## src/rtl/fifo_word_serializer_pkg.sv

```systemverilog
// fifo_word_serializer_pkg
// Definitions shared by the FIFO word serializer and its shift-register
// sub-module. The FSM encoding matches the encoding that the FIFO and its
// bench use (IDLE=0, POP=1, WAIT=2, SHIFT=3), so state values seen in
// waveforms mean the same thing across the buffering stage.
//
// Contents:
//   ser_state_e         serializer FSM state type
//   DEFAULT_DATA_WIDTH  default word width, matching the 32-bit FIFO
//   bit_cnt_width()     width needed to count the bits of one word

package fifo_word_serializer_pkg;

  typedef enum logic [1:0] {
    ST_IDLE  = 2'd0,
    ST_POP   = 2'd1,
    ST_WAIT  = 2'd2,
    ST_SHIFT = 2'd3
  } ser_state_e;

  localparam int DEFAULT_DATA_WIDTH = 32;

  // The counter has to hold the values 0 .. width-1. A 1-bit word still
  // gets a 1-bit counter so that the vector never collapses to zero width.
  function automatic int bit_cnt_width(input int width);
    return (width > 1) ? $clog2(width) : 1;
  endfunction

endpackage

```

## src/rtl/fifo_word_serializer_shift_reg.sv

```systemverilog
// ser_shift_reg
// Parallel-load shift register for one serial word. It also tracks the bit
// position inside the word and flags the first and last bit positions.
//
// Ports:
//   clk        system clock, rising edge
//   reset      asynchronous, active-high reset
//   load       capture load_data and restart the bit counter
//   load_data  parallel word to serialize
//   shift_en   advance by one bit (a bit was accepted downstream)
//   ser_bit    current output bit (MSB or LSB end, selected by MSB_FIRST)
//   first      bit counter is at the first bit of the word
//   last       bit counter is at the last bit of the word

module ser_shift_reg
  import fifo_word_serializer_pkg::*;
#(
  parameter int DATA_WIDTH = DEFAULT_DATA_WIDTH,
  parameter int MSB_FIRST  = 1
) (
  input  logic                  clk,
  input  logic                  reset,
  input  logic                  load,
  input  logic [DATA_WIDTH-1:0] load_data,
  input  logic                  shift_en,
  output logic                  ser_bit,
  output logic                  first,
  output logic                  last
);

  localparam int CW = bit_cnt_width(DATA_WIDTH);
  localparam logic [CW-1:0] CNT_MAX = CW'(DATA_WIDTH - 1);

  logic [DATA_WIDTH-1:0] shreg_q, shreg_d;
  logic [CW-1:0]         bit_cnt_q, bit_cnt_d;

  // bit_cnt counts down the bits still to send after the current one, so
  // it reads DATA_WIDTH-1 on the first bit and 0 on the last bit. Vacated
  // positions fill with zero; a fully shifted-out register therefore
  // presents 0 on ser_bit.
  always_comb begin
    shreg_d   = shreg_q;
    bit_cnt_d = bit_cnt_q;
    if (load) begin
      shreg_d   = load_data;
      bit_cnt_d = CNT_MAX;
    end else if (shift_en) begin
      if (MSB_FIRST != 0) begin
        shreg_d = {shreg_q[DATA_WIDTH-2:0], 1'b0};
      end else begin
        shreg_d = {1'b0, shreg_q[DATA_WIDTH-1:1]};
      end
      if (bit_cnt_q != '0) begin
        bit_cnt_d = bit_cnt_q - CW'(1);
      end
    end
  end

  always_ff @(posedge clk or posedge reset) begin
    if (reset) begin
      shreg_q   <= '0;
      bit_cnt_q <= '0;
    end else begin
      shreg_q   <= shreg_d;
      bit_cnt_q <= bit_cnt_d;
    end
  end

  assign ser_bit = (MSB_FIRST != 0) ? shreg_q[DATA_WIDTH-1] : shreg_q[0];
  assign first   = (bit_cnt_q == CNT_MAX);
  assign last    = (bit_cnt_q == '0);

endmodule

```

## src/rtl/fifo_word_serializer.sv

```systemverilog
// fifo_word_serializer
// Downstream consumer of the synchronous FIFO. It pops one word when the
// FIFO has data and is enabled, then sends the word one bit per accepted
// transfer on a valid/ready serial interface.
//
// Ports:
//   clk         system clock, rising edge
//   reset       asynchronous, active-high reset
//   enable      permits new pops; sampled only at word boundaries
//   fifo_empty  FIFO empty flag
//   fifo_data   FIFO read data, valid the cycle after a pop
//   fifo_pop    one-cycle pop strobe to the FIFO
//   ser_ready   downstream accepts the current bit
//   ser_valid   ser_data holds a valid bit
//   ser_data    current serial bit
//   ser_first   marks the first bit of a word
//   ser_last    marks the last bit of a word
//   busy        FSM is not idle
//   word_count  completed words, wraps modulo 2^CNT_WIDTH

module fifo_word_serializer
  import fifo_word_serializer_pkg::*;
#(
  parameter int DATA_WIDTH = DEFAULT_DATA_WIDTH,
  parameter int MSB_FIRST  = 1,
  parameter int CNT_WIDTH  = 16
) (
  input  logic                  clk,
  input  logic                  reset,
  input  logic                  enable,
  input  logic                  fifo_empty,
  input  logic [DATA_WIDTH-1:0] fifo_data,
  output logic                  fifo_pop,
  input  logic                  ser_ready,
  output logic                  ser_valid,
  output logic                  ser_data,
  output logic                  ser_first,
  output logic                  ser_last,
  output logic                  busy,
  output logic [CNT_WIDTH-1:0]  word_count
);

  ser_state_e           state_q, state_d;
  logic                 fifo_pop_q, fifo_pop_d;
  logic                 busy_q, busy_d;
  logic                 ser_valid_q, ser_valid_d;
  logic [CNT_WIDTH-1:0] word_count_q, word_count_d;

  logic sr_load;
  logic sr_shift;
  logic sr_bit;
  logic sr_first;
  logic sr_last;
  logic word_done;

  // The FIFO presents its data during WAIT, so the capture happens on the
  // edge that leaves WAIT.
  assign sr_load   = (state_q == ST_WAIT);
  assign sr_shift  = ser_valid_q && ser_ready;
  assign word_done = sr_shift && sr_last;

  ser_shift_reg #(
    .DATA_WIDTH (DATA_WIDTH),
    .MSB_FIRST  (MSB_FIRST)
  ) u_shift_reg (
    .clk       (clk),
    .reset     (reset),
    .load      (sr_load),
    .load_data (fifo_data),
    .shift_en  (sr_shift),
    .ser_bit   (sr_bit),
    .first     (sr_first),
    .last      (sr_last)
  );

  // fifo_empty and enable are looked at only in IDLE and on the edge that
  // accepts the last bit. Those are the only edges that can start a pop,
  // so a pop is never issued into an empty FIFO and a word is never cut
  // short. The output flags are computed from the next state so that they
  // come straight out of flops and line up with the state register.
  always_comb begin
    state_d      = state_q;
    word_count_d = word_count_q;
    case (state_q)
      ST_IDLE: begin
        if (enable && !fifo_empty) begin
          state_d = ST_POP;
        end
      end
      ST_POP: begin
        state_d = ST_WAIT;
      end
      ST_WAIT: begin
        state_d = ST_SHIFT;
      end
      ST_SHIFT: begin
        if (word_done) begin
          word_count_d = word_count_q + CNT_WIDTH'(1);
          state_d      = (enable && !fifo_empty) ? ST_POP : ST_IDLE;
        end
      end
      default: begin
        state_d = ST_IDLE;
      end
    endcase
    fifo_pop_d  = (state_d == ST_POP);
    busy_d      = (state_d != ST_IDLE);
    ser_valid_d = (state_d == ST_SHIFT);
  end

  // On reset a word in flight is dropped without being counted.
  always_ff @(posedge clk or posedge reset) begin
    if (reset) begin
      state_q      <= ST_IDLE;
      fifo_pop_q   <= 1'b0;
      busy_q       <= 1'b0;
      ser_valid_q  <= 1'b0;
      word_count_q <= '0;
    end else begin
      state_q      <= state_d;
      fifo_pop_q   <= fifo_pop_d;
      busy_q       <= busy_d;
      ser_valid_q  <= ser_valid_d;
      word_count_q <= word_count_d;
    end
  end

  assign fifo_pop   = fifo_pop_q;
  assign busy       = busy_q;
  assign ser_valid  = ser_valid_q;
  assign ser_data   = sr_bit;
  assign ser_first  = ser_valid_q && sr_first;
  assign ser_last   = ser_valid_q && sr_last;
  assign word_count = word_count_q;

endmodule

```

## config.mk

```make
export PLATFORM = sky130hd
export DESIGN_NAME = fifo_word_serializer
export DESIGN_NICKNAME = d
export VERILOG_FILES = /design/src/rtl/fifo_word_serializer_pkg.sv /design/src/rtl/fifo_word_serializer_shift_reg.sv /design/src/rtl/fifo_word_serializer.sv
export SDC_FILE = /design/constraint.sdc
export NUM_CORES = 1
export LEC_CHECK = 0
export CAP_MARGIN = 0
export CORE_ASPECT_RATIO = 0.9
export CORE_MARGIN = 5
export CORE_UTILIZATION = 43
export CTS_CLUSTER_DIAMETER = 50
export DETAILED_ROUTE_END_ITERATION = 6
export PLACE_DENSITY = 0.76
export SLEW_MARGIN = 20
export SYNTH_ARGS = -nofsm -noshare
export SYNTH_HDL_FRONTEND = slang
export SYNTH_SLANG_ARGS = --single-unit
```

## constraint.sdc

```tcl
create_clock -name clk -period 2.9 [get_ports clk]
set_input_delay 0.725 -clock clk [delete_from_list [all_inputs] [get_ports clk]]
set_output_delay 0.725 -clock clk [all_outputs]
set_load 0.01 [all_outputs]
```

# Word level (Yosys, flattened, before mapping)
# Cells that the tools add are included.
dict set report word_totals {
  wordCells 38
  out_inout_bits 22
  regBits 58
  inputBits 37
}
dict set report classes {
  add_sub_neg 2
  reduce_logical 14
  n_mux 9
  n_eq_ne 6
}
# cell count
set ops {}
lappend ops {{$mux W32} 2}
lappend ops {{$add A16 B1 Y16 const B} 1}
lappend ops {{$mux W5} 3}
lappend ops {{$pmux W2 S4} 1}
lappend ops {{$eq A2 B2 Y1 const B} 3}
lappend ops {{$reduce_bool A2 Y1} 3}
lappend ops {{$eq A5 B5 Y1 const B} 1}
lappend ops {{$logic_and A1 B1 Y1} 5}
lappend ops {{$logic_not A5 Y1} 1}
lappend ops {{$reduce_bool A5 Y1} 1}
lappend ops {{$sub A5 B1 Y5 const B} 1}
lappend ops {{$eq A2 B1 Y1 const B} 2}
lappend ops {{$mux W2} 2}
lappend ops {{$reduce_and A2 Y1} 2}
lappend ops {{$logic_not A2 Y1} 1}
lappend ops {{$logic_not A1 Y1} 1}
lappend ops {{$mux W1} 1}

# Logic depth before layout (Yosys ltp)
dict set report logic_depth {
  depth_word 6
  mapped_depth 7
  mapped_depth_nobuf 6
}

# Modules after synthesis
# From an unflattened synthesis, not the netlist that was laid out.
dict set report hier_totals {
  cells_unflattened 251
  hier_area_um2 2752.6
}
# module seq_area_each_um2 n_inst area_each_um2 cells_per_inst
set by_module_without_submodules {}
lappend by_module_without_submodules {ser_shift_reg 925.9 1 1742.9 167}
lappend by_module_without_submodules {fifo_word_serializer 525.5 1 1009.7 84}

# Worst setup path after synthesis
# OpenSTA, ideal clock, no wires.
dict set report synth_path {
  kind {flip-flop to output port}
  startpoint {reg u_shift_reg.bit_cnt_q[0]}
  endpoint {out ser_last}
  slack_ns 0.797
  arrival_time_ns 1.378
  t_required_ns 2.175
  stages_incl_launch_ff 6
  n_path_buf 1
  path_cell_list {dfrtp_1 inv_1 ha_1 or4b_4 buf_6 nor2_1}
}
dict set report synth_between {
  elab_chain_len 2
}
# element line_no
set synth_lines {}
lappend synth_lines {{start, declared} fifo_word_serializer_shift_reg.sv:35} ;# logic [CW-1:0] bit_cnt_q, bit_cnt_d;
lappend synth_lines {{start signal, assigned} fifo_word_serializer_shift_reg.sv:65} ;# bit_cnt_q <= bit_cnt_d;
lappend synth_lines {{$logic_not A5 Y1} fifo_word_serializer_shift_reg.sv:71} ;# assign last = (bit_cnt_q == '0);
lappend synth_lines {{$logic_and A1 B1 Y1} fifo_word_serializer.sv:133} ;# assign ser_last = ser_valid_q && sr_last;
lappend synth_lines {{end, declared} fifo_word_serializer.sv:38} ;# output logic ser_last,
# Every way passes these cells.

# Worst setup path in the final report
# Same ends and word-level chain as after synthesis.

==> run summary <==
sequential power share = 43.7%
GRT Overall Usage = 15.0%
Worst Setup End Kind = output port
FF/Latch Area = 0.00145 mm2
ANT cells = 0
largest cells by area after synthesis = dfrtp_1, mux2i_1, a21oi_1, nor2_1, xnor2_1
gr ovfl total = 0
synthesized area = 0.00267 mm2
cell taking the most area after synthesis = dfrtp_1
Gate power share = 23.5%
syn_nets = 290
count leader, synth = dfrtp_1
Mapped Cells = 249
largest net degree at the start of global routing = 70
final wirelength = 5380 um
Area Growth Syn to Fin = 34.7%
sequential fraction of the synthesis area = 54.4%
post-DP HPWL = 3800 um
Max Cap Viol = 0
headroom to the max-slew limit = 57.5%
Hold Crit Class = flip-flop to flip-flop
first drt pass iteration count = 4
final hold violations = 0
Pwr per Cell Area = 787 mW/mm2
detailed-route via count = 1932
Clk Tree Root Cell = clkbuf_8
full die area = 0.00788 mm2
Post-synth top cells = dfrtp_1, nor2_1, a21oi_1
Final ANT Viol Nets = 0
CP Data Arrival Time = 1730 ps
first-pass GRT wire length = 9430 um
ys async rst share = 100%
post-synthesis cell type count = 28
skew final = 6.79 ps
Num CTS Buffers = 9
IO buf count = 58
Post-synth EDFFs = 0
nets = 350
vias in the first global route = 2029
ys flop type = dfrtp_1
CTS Buffer Depth = 2
crit share post-route = 84.8%
WL per Instance = 13.9 um
fillers = 542
ratio of cells with drive above 1 in the final layout = 8.60%
initial DRC count = 85
switch share = 27.9%
Int Pwr = 0.00204 W
antenna violations before repair = 0
top-area cell type share of the netlist area = 54.4%
Clk pin slew, worst setup/hold paths = 60 ps
DRC = 0
GP Congestion = 0.755
worst-path fanout max = 3
Crit Path Category = flip-flop to output port
Sw Pwr = 0.000788 W
Max H-tree Level = 3
Die X = 93.0 um
I/O pins = 59
latest clock arrival within the worst-skew pair = 320 ps
Slew Limit Fails = 0
fin util = 59.1%
Clock Power Share = 32.8%
core area = 0.00608 mm2
VDD IR-drop max = 0.000392 V
Achievable Freq = 407 MHz
endpoints failing setup = 0
setup TNS = 0 ps
Tmin final = 2460 ps
r2r worst-path depth = 7
vias per cell = 5.01
Hold Crit Depth = 1
Rows = 27
area of the multi-input gates = 0.00114 mm2
register bit total from synthesis = 58
Required @ worst endpoint = 2170 ps
Die H = 84.7 um
synthesis warning total = 0
clk sinks = 58
Initial Util = 43.8%
Avg Cell Area, Syn = 10.7 um2
Pleak = 1.66 nW
RSZ-0062 raised after global routing = no
CTS tree = done
startpoint types = flip-flop
status = finished clean
worst slew pin tran = 638 ps
per-stage QoR:
step                      total power, W  setup WS, ps  cells  area (um2)  hold slack, ps
after CTS                        0.00287          25.5    386        3590             501
after floorplan                  0.00169           747    249        2670             468
after detailed placement         0.00192           274    369        3330             485
after global routing             0.00302           322    386        3590             519
final                            0.00283           442    386        3590             501
after global placement           0.00188           323    369        3330             475
flip-flops by register name, indices dropped and copies added, names as in the netlist:
name	cells
ser_valid	1
u_shift_reg.bit_cnt_q	5
state_q	2
word_count	16
fifo_pop	1
busy	1
u_shift_reg.shreg_q	32
path summary, 6_finish.rpt:
path	start	endpoint	slack, ps
min in group asynchronous	reset	word_count[12]$_DFFE_PP0P_	780
setup / recovery	u_shift_reg.bit_cnt_q[0]$_DFFE_PP0P_	ser_last	440
hold reg to reg	word_count[15]$_DFFE_PP0P_	word_count[15]$_DFFE_PP0P_	500
setup reg to reg	u_shift_reg.bit_cnt_q[0]$_DFFE_PP0P_	word_count[15]$_DFFE_PP0P_	680
hold / removal	word_count[15]$_DFFE_PP0P_	word_count[15]$_DFFE_PP0P_	500
max in group asynchronous	reset	u_shift_reg.shreg_q[31]$_DFFE_PP0P_	1540
worst max-delay path: stages, from the launching register on:
cell	delay, ps
dfrtp_1	400
inv_1	130
ha_1	150
or4b_4	460
nor2_1	110
dlymetal6s2s_1	170
placed cells by master, fill, tap and decap left out:
master	count
bufinv_16	3
nor4_4	2
o21ai_0	2
or4b_4	1
ha_1	4
buf_4	2
buf_12	2
and4_1	1
inv_2	1
mux2_1	1
clkbuf_1	1
nor3_4	1
nor2_1	41
nand2b_1	1
xor2_1	5
dfrtp_1	58
mux2i_1	31
nor3_1	1
xnor2_1	13
nor4_1	1
o211ai_1	1
and3_1	2
nand2_2	1
nand4_1	7
or4_2	1
clkinvlp_4	1
o31ai_1	1
nand3_1	9
a21oi_1	32
clkbuf_8	11
inv_1	5
nand2_1	12
dlymetal6s2s_1	1
clkdlybuf4s50_1	57
nand2b_2	1
layer usage:
metal / track usage [%] / vias to the layer above / part of all wire, %
met4: 4.39 / 0 / 1.3
met2: 26.0 / 28 / 51
li1: - / 972 / -
met5: 0 / - / 0
met3: 4.57 / 7 / 3.5
met1: 18.1 / 925 / 44
logic make-up (layout without fill, tap and decap cells):
group,Yosys count,after routing,synth area share (%)
AOI/OAI and AO/OA,36,36,6.95
xor gates and xnor gates,18,18,5.91
adders and majority gates,4,4,1.88
buffers and inverters,19,84,3.10
DFF,58,58,54.4
muxes,32,32,12.1
and+or+nand+nor,82,82,15.7
power groups by stage:
stage	clock network [W]	logic, W	registers (W)
6_report	0.000926	0.000665	0.00124
3_3_place_gp	0	0.000641	0.00124
2_1_floorplan	0	0.000475	0.00121
3_5_place_dp	0	0.000673	0.00125
5_1_grt	0.000982	0.000763	0.00128
4_1_cts	0.000949	0.000678	0.00124
layout make-up:
cell class | count | area share (%)
clock buffer | 12 | 4.32
inverter | 6 | 0.627
clock inverter | 4 | 2.72
multi-input combinational | 172 | 31.7
timing repair buffer | 62 | 17.8
sequential | 58 | 40.4
tap | 72 | 2.51
what timing repair did:
item | in CTS | in global routing
hold buffers | 0 | 0
resized for setup | 0 | 1
setup buffers | 1 | 0
endpoints found under the setup margin | 1 | 1
(Power assumes the default switching activity.)
